### config.mk
export PLATFORM = sky130hd
export DESIGN_NAME = pts_seq_ctrl
export DESIGN_NICKNAME = d
export VERILOG_FILES = /design/src/rtl/pts_seq_ctrl.sv
export SDC_FILE = /design/constraint.sdc
export NUM_CORES = 1
export LEC_CHECK = 0
export ABC_AREA = 1
export CAP_MARGIN = 0
export CORE_UTILIZATION = 42
export CTS_CLUSTER_DIAMETER = 120
export DETAILED_ROUTE_END_ITERATION = 12
export GPL_TIMING_DRIVEN = 0
export MAX_ROUTING_LAYER = met4
export PLACE_DENSITY_LB_ADDON = 0.08
export SETUP_SLACK_MARGIN = 0.4
export SYNTH_ARGS = -nofsm -noshare
export SYNTH_HDL_FRONTEND = slang
export SYNTH_SLANG_ARGS = --single-unit
### constraint.sdc
create_clock -name clk -period 1.1 [get_ports clk]
set_input_delay 0.165 -clock clk [delete_from_list [all_inputs] [get_ports clk]]
set_output_delay 0.165 -clock clk [all_outputs]
set_load 0.005 [all_outputs]
### src/rtl/pts_seq_ctrl.sv
// Control sequencer for the 20-word parallel-to-serial converter: one load per
// frame, then exactly NWORDS ready-gated out strobes, plus a registered dataout sideband.
module pts_seq_ctrl #(
    parameter int NWORDS = 20,
    parameter int CW     = 5
) (
    input  logic          clk,
    input  logic          rst,
    input  logic          start,
    input  logic          ready,
    output logic          load,
    output logic          out,
    output logic          dout_valid,
    output logic [CW-1:0] word_idx,
    output logic          busy,
    output logic          done,
    output logic          overrun
);

    localparam logic [CW-1:0] LAST_IDX = CW'(NWORDS - 1);
    localparam logic [CW-1:0] CNT_ONE  = CW'(1);

    typedef enum logic [1:0] {
        S_IDLE  = 2'd0,
        S_LOAD  = 2'd1,
        S_SHIFT = 2'd2,
        S_DRAIN = 2'd3
    } state_t;

    state_t        r_state;
    state_t        w_state_nxt;
    logic [CW-1:0] r_cnt;
    logic [CW-1:0] w_cnt_nxt;
    logic          r_dout_valid;
    logic [CW-1:0] r_word_idx;
    logic          r_overrun;
    logic          w_load;
    logic          w_out;
    logic          w_done;
    logic          w_busy;

    // Next-state, counter and converter strobes; the terminal compare ends the frame so cnt never wraps
    always_comb begin
        w_state_nxt = r_state;
        w_cnt_nxt   = r_cnt;
        w_load      = 1'b0;
        w_out       = 1'b0;
        w_done      = 1'b0;
        w_busy      = 1'b1;
        case (r_state)
            S_IDLE: begin
                w_busy = 1'b0;
                if (start) begin
                    w_state_nxt = S_LOAD;
                end else begin
                    w_state_nxt = S_IDLE;
                end
            end
            S_LOAD: begin
                w_load      = 1'b1;
                w_cnt_nxt   = '0;
                w_state_nxt = S_SHIFT;
            end
            S_SHIFT: begin
                w_out = ready;
                if (ready) begin
                    w_cnt_nxt = r_cnt + CNT_ONE;
                    if (r_cnt == LAST_IDX) begin
                        w_state_nxt = S_DRAIN;
                    end else begin
                        w_state_nxt = S_SHIFT;
                    end
                end else begin
                    w_state_nxt = S_SHIFT;
                end
            end
            S_DRAIN: begin
                w_done      = 1'b1;
                w_state_nxt = S_IDLE;
            end
            default: begin
                w_busy      = 1'b0;
                w_cnt_nxt   = '0;
                w_state_nxt = S_IDLE;
            end
        endcase
    end

    // State and word counter registers
    always_ff @(posedge clk) begin
        if (rst) begin
            r_state <= S_IDLE;
            r_cnt   <= '0;
        end else begin
            r_state <= w_state_nxt;
            r_cnt   <= w_cnt_nxt;
        end
    end

    // Sideband registers track the converter's one-cycle registered dataout
    always_ff @(posedge clk) begin
        if (rst) begin
            r_dout_valid <= 1'b0;
            r_word_idx   <= '0;
            r_overrun    <= 1'b0;
        end else begin
            r_dout_valid <= w_out;
            if (w_out) begin
                r_word_idx <= r_cnt;
            end else begin
                r_word_idx <= r_word_idx;
            end
            r_overrun <= start && (r_state != S_IDLE);
        end
    end

    assign load       = w_load;
    assign out        = w_out;
    assign done       = w_done;
    assign busy       = w_busy;
    assign dout_valid = r_dout_valid;
    assign word_idx   = r_word_idx;
    assign overrun    = r_overrun;

endmodule

Word-level counts from Yosys, hierarchy flattened
Index checks and enable logic that the tools add are counted.

word-level totals
  register bits = 14
  output and inout port bits = 11
  logic and storage cells = 26

cells by class
  equality and inequality tests = 5
  add/subtract/negate cells = 1
  reductions and logical operators = 5
  mux-type cells = 10

operators by type and width
  kind                 count
  $pmux 5 s2           1
  $pmux 2 s4           1
  $mux 1               6
  $add 5x1->5 const B  1
  $eq 5x5->1 const B   1
  $mux 5               1
  $eq 2x2->1 const B   2
  $reduce_bool 2->1    2
  $eq 2x1->1 const B   1
  $logic_not 2->1      1
  $mux 2               1
  $ne 2x2->1 const B   1
  $reduce_and 2->1     1
  $logic_and 1x1->1    1

Logic depth before layout (Yosys ltp)
  depth after elaboration = 4
  gate-level depth with buffers = 7
  mapped depth without buffers = 7

Worst setup path after synthesis
Ideal clock, no wire load.

  path type = reg-to-reg
  start = register r_state[0]
  end = register r_word_idx[1], in the netlist word_idx[1]
  stages on the path, launching flop included = 7
  clock period less this slack = 1.204 ns
  path buffers = 0
  setup slack = -0.104 ns
  required time = 0.980 ns
  arrival = 1.084 ns
  cells stage by stage = dfxtp_1 -> inv_1 -> ha_1 -> nand2_2 -> clkinv_1 -> o21ai_0 -> a21oi_1

between the ends
  cells in the longest elaborated chain, start to end = 2

ends and longest elaborated chain
  what                      line  source
  start: declaration        30    state_t r_state;
  start signal: assignment  95    r_state <= w_state_nxt;
  $eq 2x2->1                50    case (r_state)
  $mux 1                    50
  named net out             12    output logic out,
  end signal: assignment    109   r_word_idx <= r_cnt;
  end signal: assignment    111   r_word_idx <= r_word_idx;
  end: declaration          35    logic [CW-1:0] r_word_idx;

The timed path passes the listed nets, and every way through them passes these cells.
A chain may end at the register's enable or synchronous reset.

Final worst setup path
  start = register r_state[1]
  end = register r_cnt[1]

between the ends
  cells in the longest elaborated chain, start to end = 3

ends and longest elaborated chain
  what                                                       line  source
  $eq 2x2->1 or $eq 2x1->1 (tied branches)                   50
  $ne 2x2->1 (no line) or $reduce_bool 2->1 (tied branches)  --
  $reduce_and 2->1 (no line)                                 --
  end signal: assignment                                     96    r_cnt <= w_cnt_nxt;
  end: declaration                                           32    logic [CW-1:0] r_cnt;

Parallel ways exist; a longest one is shown, timed or not.

==> out/results.md <==
| Step | Item | This run |
|:---|:---|:---|
| worst setup path | Cell Chain, Critical Path | buf_6 -> ha_4 -> nand2_4 -> buf_6 -> buf_6 -> buf_4 -> nor2_4 -> nand2_1 -> o21ai_1 |
| status | Violated checks | setup timing |
| detailed routing | Routed Antenna Nets | 0 |
| global routing | Wire length of the first global-routing pass | 2.19 mm |
| sta | Period Utilization, post-route | 122% |
| cts | Clock Tree Buf Depth | 2 |
| worst setup path | Data arrival time at the worst-slack endpoint | 1.56 ns |
| floorplanning | I/O pin cnt | 15 |
| yosys | Warning count from the yosys run | 0 |
| yosys | Post-synth EDFFs | 0 |
| sta | RSZ-0062 raised after global routing | yes |
| yosys | Most frequently used cell type in the post-synthesis netlist | sky130_fd_sc_hd__nor2_1 |
| worst setup path | WS Path Type | flip-flop to flip-flop |
| final layout | Layout filler cell count | 84 |
| cts | Clock H-tree levels | 1 |
| worst setup path | Slowest CP cell | sky130_fd_sc_hd__dfxtp_2 |
| sta | Summed negative setup slack over all endpoints | -2.79 ns |
| final layout | Layout Cell Area excl Fill | 1070 µm² |
| yosys | Post-synthesis sequential element count | 14 |
| global routing | GRT Resource Usage Total | 21.6% |
| yosys | Sequential cell area fraction in the yosys report | 44.2% |
| cts | TritonCTS buffer count | 3 |
| worst setup path | Worst EP required | 1.32 ns |
| hold path | Hold WC Path Type | primary input to flip-flop |
| worst setup path | Critical path peak fanout | 4 |
| placement | Cell count after placement | 113 |
| sta | Post-route clock skew | 0.00349 ns |
| detailed routing | Routed length per placed instance | 12.3 µm |
| worst setup path | Endpoint kind of the worst setup timing path | flip-flop |
| yosys | Share of synthesized registers carrying an async set or reset | 0% |
| detailed routing | Sum of routed wire length over all layers | 1.63 mm |
| placement | Global placer's final weighted congestion | 0.709 |
| power and ir drop | Cell Pwr Density | 1520 nW/µm² |
| placement | Placed cell area | 815 µm² |
| floorplanning | Die width | 40.9 µm |
| global routing | Antenna violations before repair | 0 |
| floorplanning | Count of standard-cell rows | 13 |
| final layout | Total area of multi-input combinational cells | 395 µm² |
| sta | Worst rel slew slack | 77.0% |
| sta | Minimum setup slack in the final design | -0.239 ns |
| sta | Count of final max-slew check failures | 0 |
| sta | Tightest hold margin | 0.448 ns |
| detailed routing | Count of unresolved DRC violations after routing | 0 |
| detailed routing | Iteration-0 DRC count of the detailed router | 6 |
| yosys | Top cells by area, synth | sky130_fd_sc_hd__dfxtp_1 44%, sky130_fd_sc_hd__nor2_1 12%, sky130_fd_sc_hd__ha_1 9.9% |
| final layout | ANT cells | 0 |
| yosys | Library cells used by synthesis | 15 |
| yosys | Average cell area after synthesis | 7.55 µm² |
| worst setup path | CP Launch Type | flip-flop |
| cts | CTS hold repair buffers | 0 |
| global routing | Remaining global-route overflow | 0 |
| yosys | Top cells by count, synth | 21 x sky130_fd_sc_hd__nor2_1, 14 x sky130_fd_sc_hd__dfxtp_1, 11 x sky130_fd_sc_hd__nand2_1 |
| sta | Highest clock frequency the design can meet | 0.747 GHz |
| worst setup path | Delay of the slowest critical-path stage | 0.36 ns |
| sta | Minimum clock period after layout | 1.34 ns |
| cts | Clock insertion delay at the later pin of the skew report | 0.28 ns |
| detailed routing | Per-cell via count in the routed design | 4.82 |
| sta | Final count of hold timing violations | 0 |
| power and ir drop | Total Power Consumption | 1.62 mW |
| cts | Clock tree from TritonCTS | built |
| placement | Detailed Place HPWL | 923 µm |
| floorplanning | Die Footprint | 1670 µm² |
| run | Number of max-capacitance violations reported | 0 |
| detailed routing | First-pass detailed-route iteration total | 4 |
| worst setup path | Setup slack, reg-to-reg | -0.24 ns |
| yosys | Area leader, netlist | sky130_fd_sc_hd__dfxtp_1 |
| power and ir drop | Static leakage | 0.462 nW |
| floorplanning | Starting utilization of the core area | 47.0% |
| sta | Tightest Pin Transition | 0.344 ns |
| floorplanning | Die Span Y | 40.9 µm |
| placement | Port-buffer cells | 14 |
| final layout | Fraction of layout instances using a drive strength above 1 | 51.3% |
| yosys | Syn nets | 93 |
| yosys | Post-synthesis instance area | 634 µm² |
| detailed routing | Via count | 636 |
| worst setup path | Critical path's most frequent cell | sky130_fd_sc_hd__buf_6 |
| global routing | Via count of the first global-routing pass | 538 |
| floorplanning | Area of the placeable core | 1350 µm² |
| power and ir drop | Maximum resistive drop on vdd | 1330 µV |
| final layout | Number of non-filler instances in the completed layout | 132 |
| cts | Clock-pin slew reported for the worst setup and hold paths after clock tree synthesis | 0.09 ns |
| final layout | Number of nets in the layout | 127 |
| global routing | Largest net degree at the start of global routing | 9 |
| sta | Finish-stage setup viols | 16 |
| yosys | Share of the synthesized area in the top cell type | 44.2% |
| cts | Cell chosen for the clock root | sky130_fd_sc_hd__clkbuf_4 |
| yosys | Count of mapped cells out of synthesis | 84 |
| status | Result of the run | finished, violations left |
| cts | Number of clock sinks | 14 |
| final layout | Synth-to-layout area growth | 68.6% |
| final layout | Reg area | 292 µm² |
| yosys | Post-synth top flop | sky130_fd_sc_hd__dfxtp_1 |
## per-stage QoR
stage / utilization, % / setup WS (ns)
after floorplan: - / -0.00897
after global placement: 60.3 / -0.438
after detailed placement: 60.3 / -0.444
after CTS: 69.8 / -0.198
after global routing: 79.2 / -0.290
final: 79.2 / -0.239
## path summary, 6_finish.rpt
kind         cells past startpoint          end        start
max                              9     r_cnt[1]   r_state[1]
min                              3      overrun        start
max reg2reg                      9     r_cnt[1]   r_state[1]
min reg2reg                      2  word_idx[2]  word_idx[2]
## kinds of logic (layout without fill, tap and decap cells)
family	count (synthesis)	in the layout	share of synthesized area (%)
and+or+nand+nor	42	42	27.6
DFF	14	14	44.2
AOI/OAI and AO/OA	12	12	10.5
buffers and inverters	11	44	7.89
adders and majority gates	5	5	9.86
## area by class of cell
type	instances	area share, %
multi-input combinational	59	37.0
timing repair buffer	29	24.8
tap	15	1.75
clock buffer	4	3.39
sequential	14	27.3
inverter	9	4.33
buffer	2	1.52
## worst max-delay path: cells and delay by family (launching register included)
family	cells	cell delay (ns)
flops	1	0.36
buf+inv	4	0.47
compound gates	1	0.07
fa+ha+maj	1	0.14
simple gates	3	0.23
## timing repair
item                       in CTS  in global routing
setup buffers                   9                  5
setup endpoints to repair      25                 25
pin swaps                       4                  5
resized for setup              61                 23
cloned                          1                  0
## routing by layer
| metal | GRT usage, % | routed length (µm) | vias to the layer above | part of all wire [%] |
|---|---|---|---|---|
| met5 | - | 0 | - | 0 |
| met4 | 12.5 | 14 | 0 | 0.86 |
| met3 | 3.26 | 61 | 2 | 3.8 |
| met2 | 37.5 | 845 | 14 | 52 |
| met1 | 23.0 | 703 | 286 | 43 |
| li1 | - | - | 334 | - |
## layout by cell type, fill, tap and decap left out
master	n
sky130_fd_sc_hd__nor2_1	17
sky130_fd_sc_hd__buf_6	13
sky130_fd_sc_hd__buf_4	9
sky130_fd_sc_hd__nand2_1	8
sky130_fd_sc_hd__dfxtp_1	7
sky130_fd_sc_hd__nand3_1	6
sky130_fd_sc_hd__dfxtp_2	6
sky130_fd_sc_hd__o21ai_0	5
sky130_fd_sc_hd__inv_1	4
sky130_fd_sc_hd__ha_4	4
sky130_fd_sc_hd__buf_2	4
sky130_fd_sc_hd__a21oi_1	3
sky130_fd_sc_hd__nor2_2	3
sky130_fd_sc_hd__nand2_2	3
sky130_fd_sc_hd__clkbuf_4	3
sky130_fd_sc_hd__clkdlybuf4s50_1	3
sky130_fd_sc_hd__inv_2	2
sky130_fd_sc_hd__nand3_2	2
sky130_fd_sc_hd__a21oi_2	2
sky130_fd_sc_hd__nand2_4	1
sky130_fd_sc_hd__clkinv_4	1
sky130_fd_sc_hd__inv_6	1
sky130_fd_sc_hd__inv_4	1
sky130_fd_sc_hd__clkbuf_2	1
sky130_fd_sc_hd__nor2_4	1
sky130_fd_sc_hd__o21ai_1	1
sky130_fd_sc_hd__or2_4	1
sky130_fd_sc_hd__a21boi_0	1
sky130_fd_sc_hd__ha_1	1
sky130_fd_sc_hd__clkbuf_8	1
sky130_fd_sc_hd__dlymetal6s2s_1	1
sky130_fd_sc_hd__dfxtp_4	1
## report_power, final
group | internal, mW | switching, mW | leakage [nW] | total (mW)
sequential | 0.563 | 0.0392 | 0.117 | 0.602
clock | 0.201 | 0.183 | 0.0210 | 0.384
combinational | 0.359 | 0.278 | 0.324 | 0.637
## sequential cells by signal (all words and copies together), names as in the netlist
signal      cells
r_cnt           5
word_idx        5
r_state         2
dout_valid      1
overrun         1
Power figures use the tool's default switching activity.
